## config.mk

```make
export PLATFORM = sky130hd
export DESIGN_NAME = tone_bank
export DESIGN_NICKNAME = d
export VERILOG_FILES = /design/src/rtl/tone_bank.sv
export SDC_FILE = /design/constraint.sdc
export NUM_CORES = 1
export LEC_CHECK = 0
export ABC_AREA = 0
export CORE_ASPECT_RATIO = 1.75
export CORE_UTILIZATION = 30
export DETAILED_ROUTE_END_ITERATION = 8
export PLACE_DENSITY_LB_ADDON = 0.25
export SETUP_SLACK_MARGIN = 0.05
export SLEW_MARGIN = 20
export SYNTH_ARGS = -nofsm -noshare
export SYNTH_HDL_FRONTEND = slang
export SYNTH_SLANG_ARGS = --single-unit
```

## constraint.sdc

```tcl
create_clock -name CLK -period 5.09 [get_ports CLK]
set_clock_uncertainty 0.05 [all_clocks]
set_input_delay 1.018 -clock CLK [delete_from_list [all_inputs] [get_ports CLK]]
set_output_delay 1.018 -clock CLK [all_outputs]
set_load 0.05 [all_outputs]
```

## src/rtl/tone_bank.sv

```systemverilog
// Multi-voice square-wave tone generator. Each voice has a host-written shadow register and a
// period-locked active copy. Voice outputs are summed and fed to a first-order sigma-delta bit.
module tone_bank #(
  parameter int NUM_VOICES = 4,
  parameter int PERIOD_W   = 16
) (
  input  logic                                  CLK,
  input  logic                                  RST_N,
  input  logic                                  WR_EN,
  input  logic [3:0]                            WR_ADDR,
  input  logic [PERIOD_W+2:0]                   WR_DATA,
  input  logic                                  SYNC,
  output logic [NUM_VOICES-1:0]                 VOICE_OUT,
  output logic [$clog2(NUM_VOICES+1)-1:0]       AUDIO_SUM,
  output logic                                  AUDIO
);

  localparam int SW = $clog2(NUM_VOICES + 1);
  localparam int AW = $clog2(2 * NUM_VOICES);
  localparam logic [PERIOD_W-1:0] P_ONE = PERIOD_W'(1);

  function automatic logic [PERIOD_W-1:0] calc_thr(input logic [1:0] duty,
                                                   input logic [PERIOD_W-1:0] p);
    case (duty)
      2'd0:    return p >> 1;
      2'd1:    return p >> 2;
      2'd2:    return p >> 3;
      default: return p - (p >> 2);
    endcase
  endfunction

  function automatic logic [SW-1:0] popcount(input logic [NUM_VOICES-1:0] v);
    logic [SW-1:0] n;
    n = '0;
    for (int k = 0; k < NUM_VOICES; k++) n = n + SW'(v[k]);
    return n;
  endfunction

  logic [NUM_VOICES-1:0]               sh_en_q, sh_en_d;
  logic [NUM_VOICES-1:0][1:0]          sh_duty_q, sh_duty_d;
  logic [NUM_VOICES-1:0][PERIOD_W-1:0] sh_p_q, sh_p_d;
  logic [NUM_VOICES-1:0][PERIOD_W-1:0] act_p_q, act_p_d;
  logic [NUM_VOICES-1:0][PERIOD_W-1:0] thr_q, thr_d;
  logic [NUM_VOICES-1:0][PERIOD_W-1:0] cnt_q, cnt_d;
  logic [NUM_VOICES-1:0]               run_q, run_d;
  logic [NUM_VOICES-1:0]               valid_w;
  logic [NUM_VOICES-1:0]               vout_d;
  logic [AW-1:0]                       acc_q, acc_d;
  logic                                audio_d;
  logic [AW:0]                         sd_t;

  always_comb begin
    for (int i = 0; i < NUM_VOICES; i++) begin
      valid_w[i] = sh_en_q[i] && (sh_p_q[i] > P_ONE);
    end
  end

  // Reload only at period boundaries (idle, wrap or SYNC) and always from the pre-write shadow.
  always_comb begin
    for (int i = 0; i < NUM_VOICES; i++) begin
      sh_en_d[i]   = sh_en_q[i];
      sh_duty_d[i] = sh_duty_q[i];
      sh_p_d[i]    = sh_p_q[i];
      run_d[i]     = run_q[i];
      cnt_d[i]     = cnt_q[i];
      act_p_d[i]   = act_p_q[i];
      thr_d[i]     = thr_q[i];
      if (SYNC || !run_q[i] || (cnt_q[i] == act_p_q[i] - P_ONE)) begin
        cnt_d[i] = '0;
        run_d[i] = valid_w[i];
        if (valid_w[i]) begin
          act_p_d[i] = sh_p_q[i];
          thr_d[i]   = calc_thr(sh_duty_q[i], sh_p_q[i]);
        end
      end else begin
        cnt_d[i] = cnt_q[i] + P_ONE;
      end
      if (WR_EN && (WR_ADDR == 4'(i))) begin
        sh_en_d[i]   = WR_DATA[PERIOD_W+2];
        sh_duty_d[i] = WR_DATA[PERIOD_W+1:PERIOD_W];
        sh_p_d[i]    = WR_DATA[PERIOD_W-1:0];
      end
    end
  end

  always_comb begin
    for (int i = 0; i < NUM_VOICES; i++) begin
      vout_d[i] = run_d[i] && (cnt_d[i] < thr_d[i]);
    end
  end

  always_comb begin
    sd_t    = {1'b0, acc_q} + (AW+1)'(AUDIO_SUM);
    audio_d = 1'b0;
    acc_d   = sd_t[AW-1:0];
    if (sd_t >= (AW+1)'(NUM_VOICES)) begin
      audio_d = 1'b1;
      acc_d   = AW'(sd_t - (AW+1)'(NUM_VOICES));
    end
  end

  always_ff @(posedge CLK or negedge RST_N) begin
    if (!RST_N) begin
      sh_en_q   <= '0;
      sh_duty_q <= '0;
      sh_p_q    <= '0;
      act_p_q   <= '0;
      thr_q     <= '0;
      cnt_q     <= '0;
      run_q     <= '0;
      VOICE_OUT <= '0;
      AUDIO_SUM <= '0;
      AUDIO     <= 1'b0;
      acc_q     <= '0;
    end else begin
      sh_en_q   <= sh_en_d;
      sh_duty_q <= sh_duty_d;
      sh_p_q    <= sh_p_d;
      act_p_q   <= act_p_d;
      thr_q     <= thr_d;
      cnt_q     <= cnt_d;
      run_q     <= run_d;
      VOICE_OUT <= vout_d;
      AUDIO_SUM <= popcount(VOICE_OUT);
      AUDIO     <= audio_d;
      acc_q     <= acc_d;
    end
  end

endmodule

```

==> flow_summary.toml, run 1 <==
[timing]
slew_violations = 0
max_freq_mhz = 208.4
min_period_ps = 4798
grt_setup_unrepaired = "false"
finalSetupTns_ps = 0
tightest_slew_ps = 1091
layout_worst_path_cycle_share = 0.9427
maxSlewHeadroom = 0.2708
final_hold_viol_count = 0
timing.hold.ws_ps = 421.9
setup_viol = 0

[floorplan]
start_util = 0.3035
die_area_mm2 = 0.06600
io_pins = 35
die_h_um = 339.1
core_mm2 = 0.06418
rows = 123
dieWidth_um = 194.6

[critical_path]
critPathArrivalTime_ps = 5220
crit_path_max_fanout = 7
worstPathRequired_ps = 5510
end_kind = "flip-flop"
worstSetupPathType = "flip-flop to flip-flop"
critPathLaunchType = "flip-flop"
reg2reg_depth = 17

[synth]
syn-cell-area_mm2 = 0.01948
async_reset_ff_frac = 1.000
synth_area_leaders = "dfrtp_1 (36%), ha_1 (8.3%), mux4_2 (5.4%), mux2_2 (5.1%), xnor2_1 (4.3%)"
synth_common_cells = "dfrtp_1 (283), nor2_1 (152), o21ai_0 (130), ha_1 (129), nand2_1 (129)"
synthFlopType = "dfrtp_1"
syn_inst = 1954
ys_ff_latch = 283
yosysMostFrequentCell = "dfrtp_1"
synth.top_cell.area_share = 0.3635
synth_fp_nets = 2116
synth_area_leader_cell = "dfrtp_1"
synth_edf_count = 0
syn-mean-instance-area_um2 = 9.969
yosysUniqueCellTypes = 81
ys_warn_count = 0
synth_seq_area_share = 0.3635

[finish]
syn_to_final_growth_pct = 14.88
postLayoutCellArea_mm2 = 0.02238
final_nets = 2198
final_cell_count_no_fill = 2868
final_core_util = 0.3487
antenna_cells = 0
drive_gt1_frac = 0.1663

[clock_tree]
cts_tree = "done"
cts_buffers = 29
clock-sinks = 283
path_clk_slew_ps = 70
cts-root-buf = "clkbuf_16"
clock_latency_ps = 600
clockBufferDepth = 3
htreeDepth = 1

[power]
clockPowerShare = 0.194
ir_drop_mv = 0.2329
power_per_cell_area_mw_per_mm2 = 525.1
pwr-share-seq = 0.317
p_leak_nw = 9.780
p_sw_w = 0.004784
intPower_w = 0.006966
p_sw_frac = 0.4071
combPwrFrac = 0.490

[routing]
vias = 15152
wl_per_cell_um = 19.58
vias_per_cell = 5.283
routed_wl_um = 56170
antenna_left = 0
first_iter_violations = 681
post-route-drc-count = 0
drtPass1Iterations = 5

[placed_design]
gp_congestion = 0.8767
port_buffers = 34
placedCellCount = 2813
place_area_mm2 = 0.02124
dpl.hpwl_um = 43720

[global_route]
grt_max_degree = 103
grt_pass1_vias = 16155
antenna_found_initial = 0
grt_pass1_wl_um = 89230
grt_remaining_overflow = 0
grt_use_total = 0.1716

[flow_run]
cap_viol_max_count = 0

[hold_path]
hold_path.class = "primary input to asynchronous set/reset pin"

[run_status]
status = "finished clean"
[metrics by stage]
stage          setup WS (ps)  total power, W
4_1_cts                107.7         0.01176
3_5_place_dp           47.77        0.009409
5_1_grt                68.95         0.01263
3_3_place_gp           210.7        0.009299
6_report               291.8         0.01175
2_1_floorplan          544.3        0.007631
[power groups by stage]
stage               sequential, W  combinational [W]  clock [W]
floorplan                 0.00353            0.00410          0
global placement          0.00374            0.00556          0
detailed placement        0.00375            0.00566          0
CTS                       0.00371            0.00569    0.00235
global route              0.00384            0.00637    0.00242
finish                    0.00372            0.00575    0.00228
[layout by cell type, fill, tap and decap left out, types with 20 or more instances in the layout]
cell type	instances
nand2b_1	25
nor3_1	37
mux4_2	47
a21oi_1	55
nor2_1	150
nand2_1	129
xnor2_1	96
nor2b_1	23
a21o_1	24
inv_1	118
xor2_1	79
dfrtp_1	282
nor4_1	25
clkbuf_16	30
a211oi_1	23
or3_1	20
mux2_4	21
and3_1	20
mux2i_1	64
o21ai_0	130
o21a_1	23
mux2_2	88
nand4_1	22
buf_4	82
ha_1	128
nand3_1	63
clkdlybuf4s50_1	33
[critical path, stage by stage, from the launching register on]
cell       delay [ps]
dfrtp_1           500
inv_1             140
fa_1              460
a211o_1           280
o211ai_1          160
a21oi_1           200
a311oi_2          390
nor3_1            120
xor2_1            160
mux4_2            520
mux2i_1           230
ha_1              160
nand2_1            60
or3_1             420
a2111oi_2         300
inv_1              90
or3_1             310
o211a_1           110
[layout make-up]
class	instances	area [um^2]
sequential	283	7083
inverter	118	442.9
clock buffer	35	788.3
fill	6421	41800
timing repair buffer	123	1097
multi-input combinational	1481	11760
tap	812	1016
clock inverter	16	195.2
[worst paths after layout]
kind                       startpoint      endpoint  slack [ps]
setup / recovery           sh_p_q[19]  VOICE_OUT[1]         290
hold / removal                  RST_N      acc_q[1]         420
setup reg to reg           sh_p_q[19]  VOICE_OUT[1]         290
hold reg to reg              acc_q[0]      acc_q[0]         420
max in group asynchronous       RST_N   act_p_q[58]        3450
min in group CLK             acc_q[0]      acc_q[0]         420
[state kept, by name, indices dropped and copies added, names as in the netlist, 3 cells and up]
signal,count
AUDIO_SUM,3
sh_duty_q,8
thr_q,64
acc_q,3
sh_p_q,64
VOICE_OUT,4
sh_en_q,4
cnt_q,64
act_p_q,64
run_q,4
[timing repair]
action,CTS,global route
setup buffers,0,3
cloned,0,1
pin swaps,0,6
setup endpoints to repair,1,4
hold buffers,0,0
gates resized for setup,1,23
[per-layer routing]
layer / track usage / up-vias / share of wire
met3: 0.01552 / 126 / 0.027
met4: 0.09243 / 0 / 0.052
met5: 0 / - / 0
met1: 0.1810 / 7508 / 0.38
met2: 0.3306 / 264 / 0.54
li1: - / 7254 / -
[cell families (layout without fill, tap and decap cells)]
kind of cell               Yosys count  in the layout  synth area share
AOI/OAI and AO/OA                  371            371            0.1255
DFF                                283            283            0.3635
muxes                              222            222            0.1553
and+or+nand+nor                    577            577            0.1483
xor gates and xnor gates           175            175           0.07868
buffers and inverters              190            292           0.03912
adders and majority gates          136            136           0.08954
Power figures use the tool's default switching activity.
==> run 2, diff against run 1 <==
- CORE_MARGIN: default -> 2
- MAX_ROUTING_LAYER: default -> met4
- RECOVER_POWER: default -> 25
==> run 2 against run 1 <==
Setup slack better by 13 ps; clock power about the same; count of clock-buffer cells in the layout down 1; routed wire length up 0.59%; hold slack better by 1.6 ps; first-iteration DRC count up 7.3%; final cell count down 0.17%; the flow now finishes with violations (max-capacitance violations, max-slew violations).
==> flow_summary.toml, run 2 (synthesized netlist as in run 1, its figures left out) <==
[critical_path]
worstPathRequired_ps = 5550
cpPeakStageDelay_ps = 530
critPathLaunchType = "flip-flop"
end_kind = "flip-flop"
r2r-start = "sh_p_q[16]"
r2r_setup_slack_ps = 310
crit_path_cell_trace = "inv_1 > ha_1 > inv_1 > fa_1 > a211o_1 > o211ai_1 > a21oi_1 > a311oi_1 > xnor2_1 > mux4_2 > mux2i_1 > ha_1 > a21o_1 > a21oi_1 > nor2_1 > a2111oi_0 > nor2_1 > a211oi_1 > o211a_1"
worstSetupPathType = "flip-flop to flip-flop"
slowest_stage = "mux4_2"
crit_path_max_fanout = 3
reg2reg_depth = 19
r2r_end = "VOICE_OUT[1]"
critPathArrivalTime_ps = 5250

[placed_design]
gp_congestion = 0.8864
dpl.hpwl_um = 44110
port_buffers = 34

[global_route]
antenna_found_initial = 0
grt_pass1_vias = 15771
grt_pass1_wl_um = 89100
grt_remaining_overflow = 0
grt_max_degree = 98
grt_use_total = 0.1749

[finish]
multi_input_area_mm2 = 0.01172
final_common_cell = "dfrtp_1"
nFillCells = 6480
syn_to_final_growth_pct = 14.37
drive_gt1_frac = 0.1601
final_cell_mix = "dfrtp_1 (282), nor2_1 (151), o21ai_0 (130)"
final-seq-area_mm2 = 0.007083
final_nets = 2191

[power]
power_per_cell_area_mw_per_mm2 = 523.9
finalPower_w = 0.01167
ir_drop_mv = 0.3034
p_leak_nw = 9.723

[routing]
post-route-drc-count = 0
routed_wl_um = 56500
wl_per_cell_um = 19.73
antenna_left = 0
drtPass1Iterations = 5
wl_met2_um = 31530
vias = 15100
vias_per_cell = 5.274
met1_length_um = 21170
top_layer = "met4"
met3_length_um = 1367
first_iter_violations = 731

[floorplan]
die_area_mm2 = 0.06707
die_h_um = 341.1
core_mm2 = 0.06433
dieWidth_um = 196.6
io_pins = 35
start_util = 0.3028
rows = 123

[clock_tree]
clock_latency_ps = 570
path_clk_slew_ps = 70
clock-sinks = 283
htreeDepth = 1
cts_buffers = 28
cts_tree = "done"
cts-root-buf = "clkbuf_16"
clockBufferDepth = 3

[timing]
setup_viol = 0
min_period_ps = 4785
slew_violations = 167
maxSlewHeadroom = -0.7420
layout_worst_path_cycle_share = 0.9401
tightest_slew_ps = 2613
finalSetupTns_ps = 0
final_hold_viol_count = 0
timing.hold.ws_ps = 423.5
grt_setup_unrepaired = "false"
max_freq_mhz = 209.0

[run_status]
violations = "max-capacitance violations, max-slew violations"
status = "finished, violations left"

[flow_run]
cap_viol_max_count = 2

[hold_path]
min_path_cells = 1
holdPathEnd = "acc_q[0]"
min-delay-start = "acc_q[0]"
hold_path.class = "flip-flop to flip-flop"
run 2: worst max path at each step:
stage,startpoint,to,slack [ps]
after detailed placement,act_p_q[41],VOICE_OUT[2],100
after floorplan,act_p_q[32],VOICE_OUT[2],540
after CTS,act_p_q[32],VOICE_OUT[2],90
final,sh_p_q[16],VOICE_OUT[1],310
after global placement,act_p_q[32],VOICE_OUT[2],60
after global routing,act_p_q[48],VOICE_OUT[3],50
run 2: where the power goes:
part | total (W) | switching (W) | internal [W] | leakage [nW]
logic | 0.00563 | 0.00295 | 0.00268 | 5.70
registers | 0.00376 | 0.000834 | 0.00293 | 3.55
clock network | 0.00228 | 0.000979 | 0.00130 | 0.469
run 2: final cells by class:
| cell class | instances | area share |
|---|---|---|
| timing repair buffer | 117 | 0.04605 |
| antenna | 2 | 0.0002246 |
| clock inverter | 16 | 0.009098 |
| multi-input combinational | 1481 | 0.5260 |
| clock buffer | 34 | 0.03521 |
| sequential | 283 | 0.3179 |
| inverter | 118 | 0.01988 |
| tap | 812 | 0.04560 |
run 2: per-stage QoR:
stage	setup slack (ps)	instances	area, um^2	utilization
floorplan	544.3	1954	19480	-
detailed placement	97.00	2804	21160	0.3289
global route	54.16	2861	22270	0.3462
global placement	64.70	2804	21160	0.3289
finish	305.1	2863	22280	0.3463
CTS	90.50	2854	22150	0.3443
run 2: per-layer routing:
metal  GRT usage  vias to the layer above
li1            -                     7229
met3     0.01640                      111
met4     0.07816                        0
met5           -                        -
met1      0.1787                     7538
met2      0.3347                      222
run 2: critical path: cells and delay by family, from the launching register on:
| family | cells | cell delay (ps) |
|---|---|---|
| buf+inv | 2 | 140 |
| flops | 1 | 420 |
| compound gates | 9 | 2210 |
| xor+xnor | 1 | 120 |
| fa+ha+maj | 3 | 860 |
| simple gates | 2 | 180 |
| mux | 2 | 740 |
run 2: timing repair:
action	4_1_cts	5_1_grt
endpoints found under the setup margin	1	4
resized for setup	1	15
buffers inserted	0	7
pin swaps	0	4
hold buffers	0	0
